### src/rtl/sparse_pkg.sv
// Shared widths and the compressed 2:4 packet layout used by the encoder and the sparse PEs.
package sparse_pkg;

    localparam int unsigned DATA_WIDTH = 8;
    localparam int unsigned IDX_WIDTH  = 2;
    localparam int unsigned NUM_ELEM   = 4;
    localparam int unsigned MAG_WIDTH  = DATA_WIDTH + 1;

    // Bit layout: val_0[19:12], val_1[11:4], idx_0[3:2], idx_1[1:0].
    typedef struct packed {
        logic [DATA_WIDTH-1:0] val_0;
        logic [DATA_WIDTH-1:0] val_1;
        logic [IDX_WIDTH-1:0]  idx_0;
        logic [IDX_WIDTH-1:0]  idx_1;
    } sparse_packet_t;

endpackage

### src/rtl/sparse_weight_encoder.sv
// 2:4 sparse compressor: keeps the two largest-magnitude INT8 elements of each dense row,
// two-stage valid/ready pipeline with row and prune statistics counters.
module sparse_weight_encoder
    import sparse_pkg::*;
#(
    parameter int unsigned CNT_WIDTH = 16
) (
    input  logic                           clk,
    input  logic                           rst_n,
    input  logic                           in_valid,
    output logic                           in_ready,
    input  logic [NUM_ELEM*DATA_WIDTH-1:0] in_row,
    output logic                           out_valid,
    input  logic                           out_ready,
    output sparse_packet_t                 out_pkt,
    input  logic                           cnt_clr,
    output logic [CNT_WIDTH-1:0]           row_cnt,
    output logic [CNT_WIDTH-1:0]           prune_cnt
);

    localparam int unsigned NZ_WIDTH = $clog2(NUM_ELEM + 1);

    logic                  s1_valid;
    logic [DATA_WIDTH-1:0] s1_val [NUM_ELEM];
    logic [MAG_WIDTH-1:0]  s1_mag [NUM_ELEM];

    logic [DATA_WIDTH-1:0] in_elem [NUM_ELEM];
    logic [MAG_WIDTH-1:0]  in_mag  [NUM_ELEM];
    logic [NZ_WIDTH-1:0]   in_nz;

    logic [IDX_WIDTH-1:0]  rank [NUM_ELEM];
    logic [NUM_ELEM-1:0]   keep;
    logic                  have_first;
    sparse_packet_t        sel_pkt;

    logic stage_adv;
    logic in_hs;
    logic out_hs;

    assign stage_adv = !out_valid || out_ready;
    assign in_ready  = !s1_valid || stage_adv;
    assign in_hs     = in_valid && in_ready;
    assign out_hs    = out_valid && out_ready;

    // Unpack row, one extra magnitude bit so -128 ranks above 127.
    always_comb begin
        in_nz = '0;
        for (int k = 0; k < NUM_ELEM; k++) begin
            in_elem[k] = in_row[k*DATA_WIDTH +: DATA_WIDTH];
            in_mag[k]  = in_elem[k][DATA_WIDTH-1] ? (~{1'b1, in_elem[k]} + MAG_WIDTH'(1))
                                                  : {1'b0, in_elem[k]};
            in_nz      = in_nz + NZ_WIDTH'(in_elem[k] != '0);
        end
    end

    // Rank = number of elements that beat this one; ties go to the lower index.
    always_comb begin
        sel_pkt    = '0;
        have_first = 1'b0;
        keep       = '0;
        for (int i = 0; i < NUM_ELEM; i++) begin
            rank[i] = '0;
            for (int j = 0; j < NUM_ELEM; j++) begin
                if (j != i) begin
                    if ((s1_mag[j] > s1_mag[i]) || ((s1_mag[j] == s1_mag[i]) && (j < i))) begin
                        rank[i] = rank[i] + IDX_WIDTH'(1);
                    end
                end
            end
            keep[i] = (rank[i] < IDX_WIDTH'(2));
        end
        for (int i = 0; i < NUM_ELEM; i++) begin
            if (keep[i]) begin
                if (!have_first) begin
                    sel_pkt.idx_0 = IDX_WIDTH'(i);
                    sel_pkt.val_0 = s1_val[i];
                    have_first    = 1'b1;
                end else begin
                    sel_pkt.idx_1 = IDX_WIDTH'(i);
                    sel_pkt.val_1 = s1_val[i];
                end
            end
        end
    end

    // Stage 1: captured row and magnitudes.
    always_ff @(posedge clk or negedge rst_n) begin
        if (!rst_n) begin
            s1_valid <= 1'b0;
            for (int k = 0; k < NUM_ELEM; k++) begin
                s1_val[k] <= '0;
                s1_mag[k] <= '0;
            end
        end else if (in_ready) begin
            s1_valid <= in_valid;
            if (in_valid) begin
                for (int k = 0; k < NUM_ELEM; k++) begin
                    s1_val[k] <= in_elem[k];
                    s1_mag[k] <= in_mag[k];
                end
            end
        end
    end

    // Stage 2: registered packet, held while downstream stalls.
    always_ff @(posedge clk or negedge rst_n) begin
        if (!rst_n) begin
            out_valid <= 1'b0;
            out_pkt   <= '0;
        end else if (stage_adv) begin
            out_valid <= s1_valid;
            if (s1_valid) begin
                out_pkt <= sel_pkt;
            end
        end
    end

    // Statistics; clear wins over any same-cycle increment.
    always_ff @(posedge clk or negedge rst_n) begin
        if (!rst_n) begin
            row_cnt   <= '0;
            prune_cnt <= '0;
        end else if (cnt_clr) begin
            row_cnt   <= '0;
            prune_cnt <= '0;
        end else begin
            if (out_hs) begin
                row_cnt <= row_cnt + CNT_WIDTH'(1);
            end
            if (in_hs && (in_nz > NZ_WIDTH'(2)) && (prune_cnt != '1)) begin
                prune_cnt <= prune_cnt + CNT_WIDTH'(1);
            end
        end
    end

endmodule
### config.mk
export PLATFORM = sky130hd
export DESIGN_NAME = sparse_weight_encoder
export DESIGN_NICKNAME = d
export VERILOG_FILES = /design/src/rtl/sparse_pkg.sv /design/src/rtl/sparse_weight_encoder.sv
export SDC_FILE = /design/constraint.sdc
export NUM_CORES = 1
export LEC_CHECK = 0
export BUFFER_PORTS_ARGS = -buffer_cell sky130_fd_sc_hd__buf_2
export CAP_MARGIN = 15
export CORE_ASPECT_RATIO = 0.8
export CORE_MARGIN = 2
export CORE_UTILIZATION = 40
export DETAILED_ROUTE_END_ITERATION = 12
export GPL_ROUTABILITY_DRIVEN = 0
export PLACE_DENSITY_LB_ADDON = 0.08
export SETUP_SLACK_MARGIN = 0.1
export SLEW_MARGIN = 20
export SYNTH_ARGS = -nofsm -noshare
export SYNTH_HDL_FRONTEND = slang
export SYNTH_SLANG_ARGS = --single-unit
### constraint.sdc
create_clock -name clk -period 4 [get_ports clk]
set_clock_uncertainty 0.05 [all_clocks]
set_input_delay 0.4 -clock clk [delete_from_list [all_inputs] [get_ports clk]]
set_output_delay 0.4 -clock clk [all_outputs]
set_load 0.01 [all_outputs]
==> results.ini <==
[placed_design]
dpl.hpwl_um = 15000
io_buffers = 90
postPlaceCellArea_um2 = 7710

[sta]
drv_slew = 0
timing.setup.tns_ps = 0
max_clock_freq_ghz = 0.289
whs_ps = -7.56
min_period_over_period_pct = 86.5
finalCriticalPeriod_ps = 3460
setup_viol = 0
hold_violations = 1
worst_pin_slew_ps = 685
rsz0062_at_grt = false
relSlewSlack_pct = 54.1

[worst_setup_path]
cp_cell_sequence = inv_1 > ha_1 > a21oi_1 > o21ai_0 > a2111o_1 > a21oi_1 > maj3_1 > buf_4 > o21a_1 > nor2_1 > a221o_1
critPathSlowestCell = maj3_1
reg2reg_to = out_pkt[10]
cp-endpoint = out_pkt[10]
max_stage_delay_ps = 540
crit_top_cell = a21oi_1
r2r_slack_ps = 540
rr_startpoint = s1_mag[13]
r2r_cells = 11
crit_path_end_kind = flop
crit_path_start_kind = flop
critPathLaunch = s1_mag[13]
critical_path_class = reg2reg
cp_max_fo = 11
critPathArrivalTime_ps = 3700
required_ps = 4250

[synth]
synth_cells = 731
ys_types = 54
ys_ff_latch = 118
avgSynthCellArea_um2 = 9.57
syn_area_um2 = 7000
synth_nets = 832
synth_edf_count = 0
ys_seq_area_share_pct = 42.2
yosysWarnings = 0
ys_async_sr_fraction_pct = 100
ys.flop_type = dfrtp_1

[pwr]
pwr-share-clk_pct = 32.9
vdd_drop_max_v = 0.000297
pwr-share-seq_pct = 34.5
intPower_w = 0.00291
p_total_w = 0.00447
switching_power_w = 0.00156
p_leak_nw = 3.91
power.density_nw_per_um2 = 540
swShare_pct = 34.9
p_comb_share_pct = 32.6

[cts]
path_clk_slew_ps = 50
cts_setup_buffers = 0
ctsHoldBuffers = 0
cts-resized-gates = 0
clk_latency_ps = 420
cts_max_path_buffers = 2
clock-sinks = 118
numCtsBuffers = 17
h-tree-depth = 4
cts_tree = yes
cts-root-buf = clkbuf_16

[global_routing]
grt_pass1_vias = 5698
grt_overflow = 0
antenna_found_initial = 1
grt_pass1_wl_um = 31000
grt_max_degree = 119
track_usage_pct = 21.6

[drt]
wl_per_cell_um = 18.4
vias_per_cell = 5.51
firstDrtPassIters = 5
totalWireLength_um = 19500
vias = 5843
drtIter0Drc = 286
postRouteAntennaNets = 0
route.detailed.drc = 0

[die]
rows = 43
die_w_um = 152
die_area_um2 = 18600
core_area_um2 = 17200
start_util_pct = 40.6
dieHeight_um = 122
ios = 91

[final_layout]
final_area_um2 = 8270
syn_to_final_growth_pct = 18.2
layout.nets = 923
drive_gt1_share_pct = 19.2
n_antenna_cell = 0

[outcome]
failed_checks = hold timing
status = complete, but fails checks

[run]
drv_cap = 0

[hold_path]
hold_class = in2async

metrics by stage:
stage / util [%] / std cells / worst slack, ps / hold WS (ps)
6_report: 48.0 / 1060 / 542 / -7.56
5_1_grt: 48.0 / 1060 / 302 / 76.7
4_1_cts: 48.0 / 1060 / 522 / 56.6
3_5_place_dp: 44.8 / 1028 / 83.5 / 426
3_3_place_gp: 44.8 / 1028 / 189 / 414
2_1_floorplan: - / 731 / 498 / 54.4
registers in the layout, indices dropped and copies added (netlist names):
| register | cells |
|---|---|
| row_cnt | 16 |
| out_pkt | 20 |
| s1_valid | 1 |
| out_valid | 1 |
| s1_val | 32 |
| s1_mag | 32 |
| prune_cnt | 16 |
worst min path at each step:
stage / start / endpoint / slack, ps / cells past startpoint
2_1_floorplan: rst_n / out_pkt[0] / 50 / 0
3_3_place_gp: s1_mag[3] / s1_mag[3] / 410 / 2
3_5_place_dp: s1_mag[6] / s1_mag[6] / 430 / 2
4_1_cts: rst_n / s1_mag[35] / 60 / 2
5_1_grt: rst_n / s1_mag[35] / 80 / 2
6_report: rst_n / s1_mag[35] / -8 / 2
routing by layer:
metal  vias to the layer above  global-route usage [%]  wire length (um)
met5                         -                       0                 0
met4                         0                    7.24               320
met3                        23                    4.59               962
met2                       142                    31.7              8330
met1                      2867                    31.8              9840
li1                       2811                       -                 -
area by class of cell:
type	count	area, um^2
Clock buffer	23	458
Clock inverter	9	103
Fill cell	1662	8940
Inverter	49	184
Multi-Input combinational cell	537	3760
Sequential cell	118	2950
Tap cell	225	282
Timing Repair Buffer	99	533
critical path, delay by kind of cell, from the launching register on:
kind            cells  cell delay (ps)
compound gates      6             1490
fa+ha+maj           2              880
flops               1              410
buf+inv             2              350
simple gates        1              140
power groups by stage:
stage | clock network, W | registers (W) | logic, W
2_1_floorplan | 0 | 0.00155 | 0.000927
4_1_cts | 0.00150 | 0.00154 | 0.00145
3_3_place_gp | 0 | 0.00155 | 0.00141
3_5_place_dp | 0 | 0.00156 | 0.00144
6_report | 0.00147 | 0.00154 | 0.00146
5_1_grt | 0.00156 | 0.00156 | 0.00162
kinds of logic (layout without fill, tap and decap cells):
kind of cell	Yosys count	in the layout	synth area share (%)
adder cells (fa/ha/maj)	67	67	12.0
multiplexers	29	29	4.56
XOR/XNOR	39	39	4.88
flip-flops	118	118	42.2
AND/OR/NAND/NOR	227	227	15.9
AO/OA/AOI/OAI	175	175	16.3
buffers and inverters	76	180	4.18
cell usage after synthesis (2+ instances only):
master	instances	share of area [%]
inv_1	49	2.6
or4_1	4	0.43
nand2b_1	11	0.98
xor2_1	31	3.9
nor3b_1	2	0.21
a31oi_1	11	0.98
o41ai_1	8	1.0
mux2_2	23	3.7
nand2_1	81	4.3
maj3_1	2	0.29
and2_1	12	1.1
a221o_1	16	2.3
a21oi_1	37	2.6
and4_1	4	0.50
a21o_1	3	0.32
nor2b_1	4	0.36
xnor2_1	8	1.0
or2_2	2	0.18
mux2i_1	6	0.86
nor3_1	10	0.72
and3_1	6	0.54
nor2_1	38	2.0
o211ai_1	5	0.54
or3_1	17	1.5
nand4_1	13	1.2
clkbuf_1	26	1.4
dfrtp_1	118	42
nand3_1	18	1.3
a22o_1	8	1.0
o21ai_0	64	4.6
ha_1	63	11
o31ai_1	6	0.64
o21a_1	4	0.43
layout by cell type, fill, tap and decap left out, types with 9 or more instances in the layout:
cell type,netlist,layout
a31oi_1,11,11
and2_1,12,12
or3_1,17,17
mux2_2,23,23
clkbuf_16,0,17
nand4_1,13,13
ha_1,63,63
a21oi_1,37,37
inv_1,49,49
xor2_1,31,31
buf_4,0,9
nor2_1,38,38
buf_2,0,89
nor3_1,10,9
o21ai_0,64,64
nand2b_1,11,11
dfrtp_1,118,118
nand2_1,81,80
nand3_1,18,18
a221o_1,16,16
(Power assumes the default switching activity.)
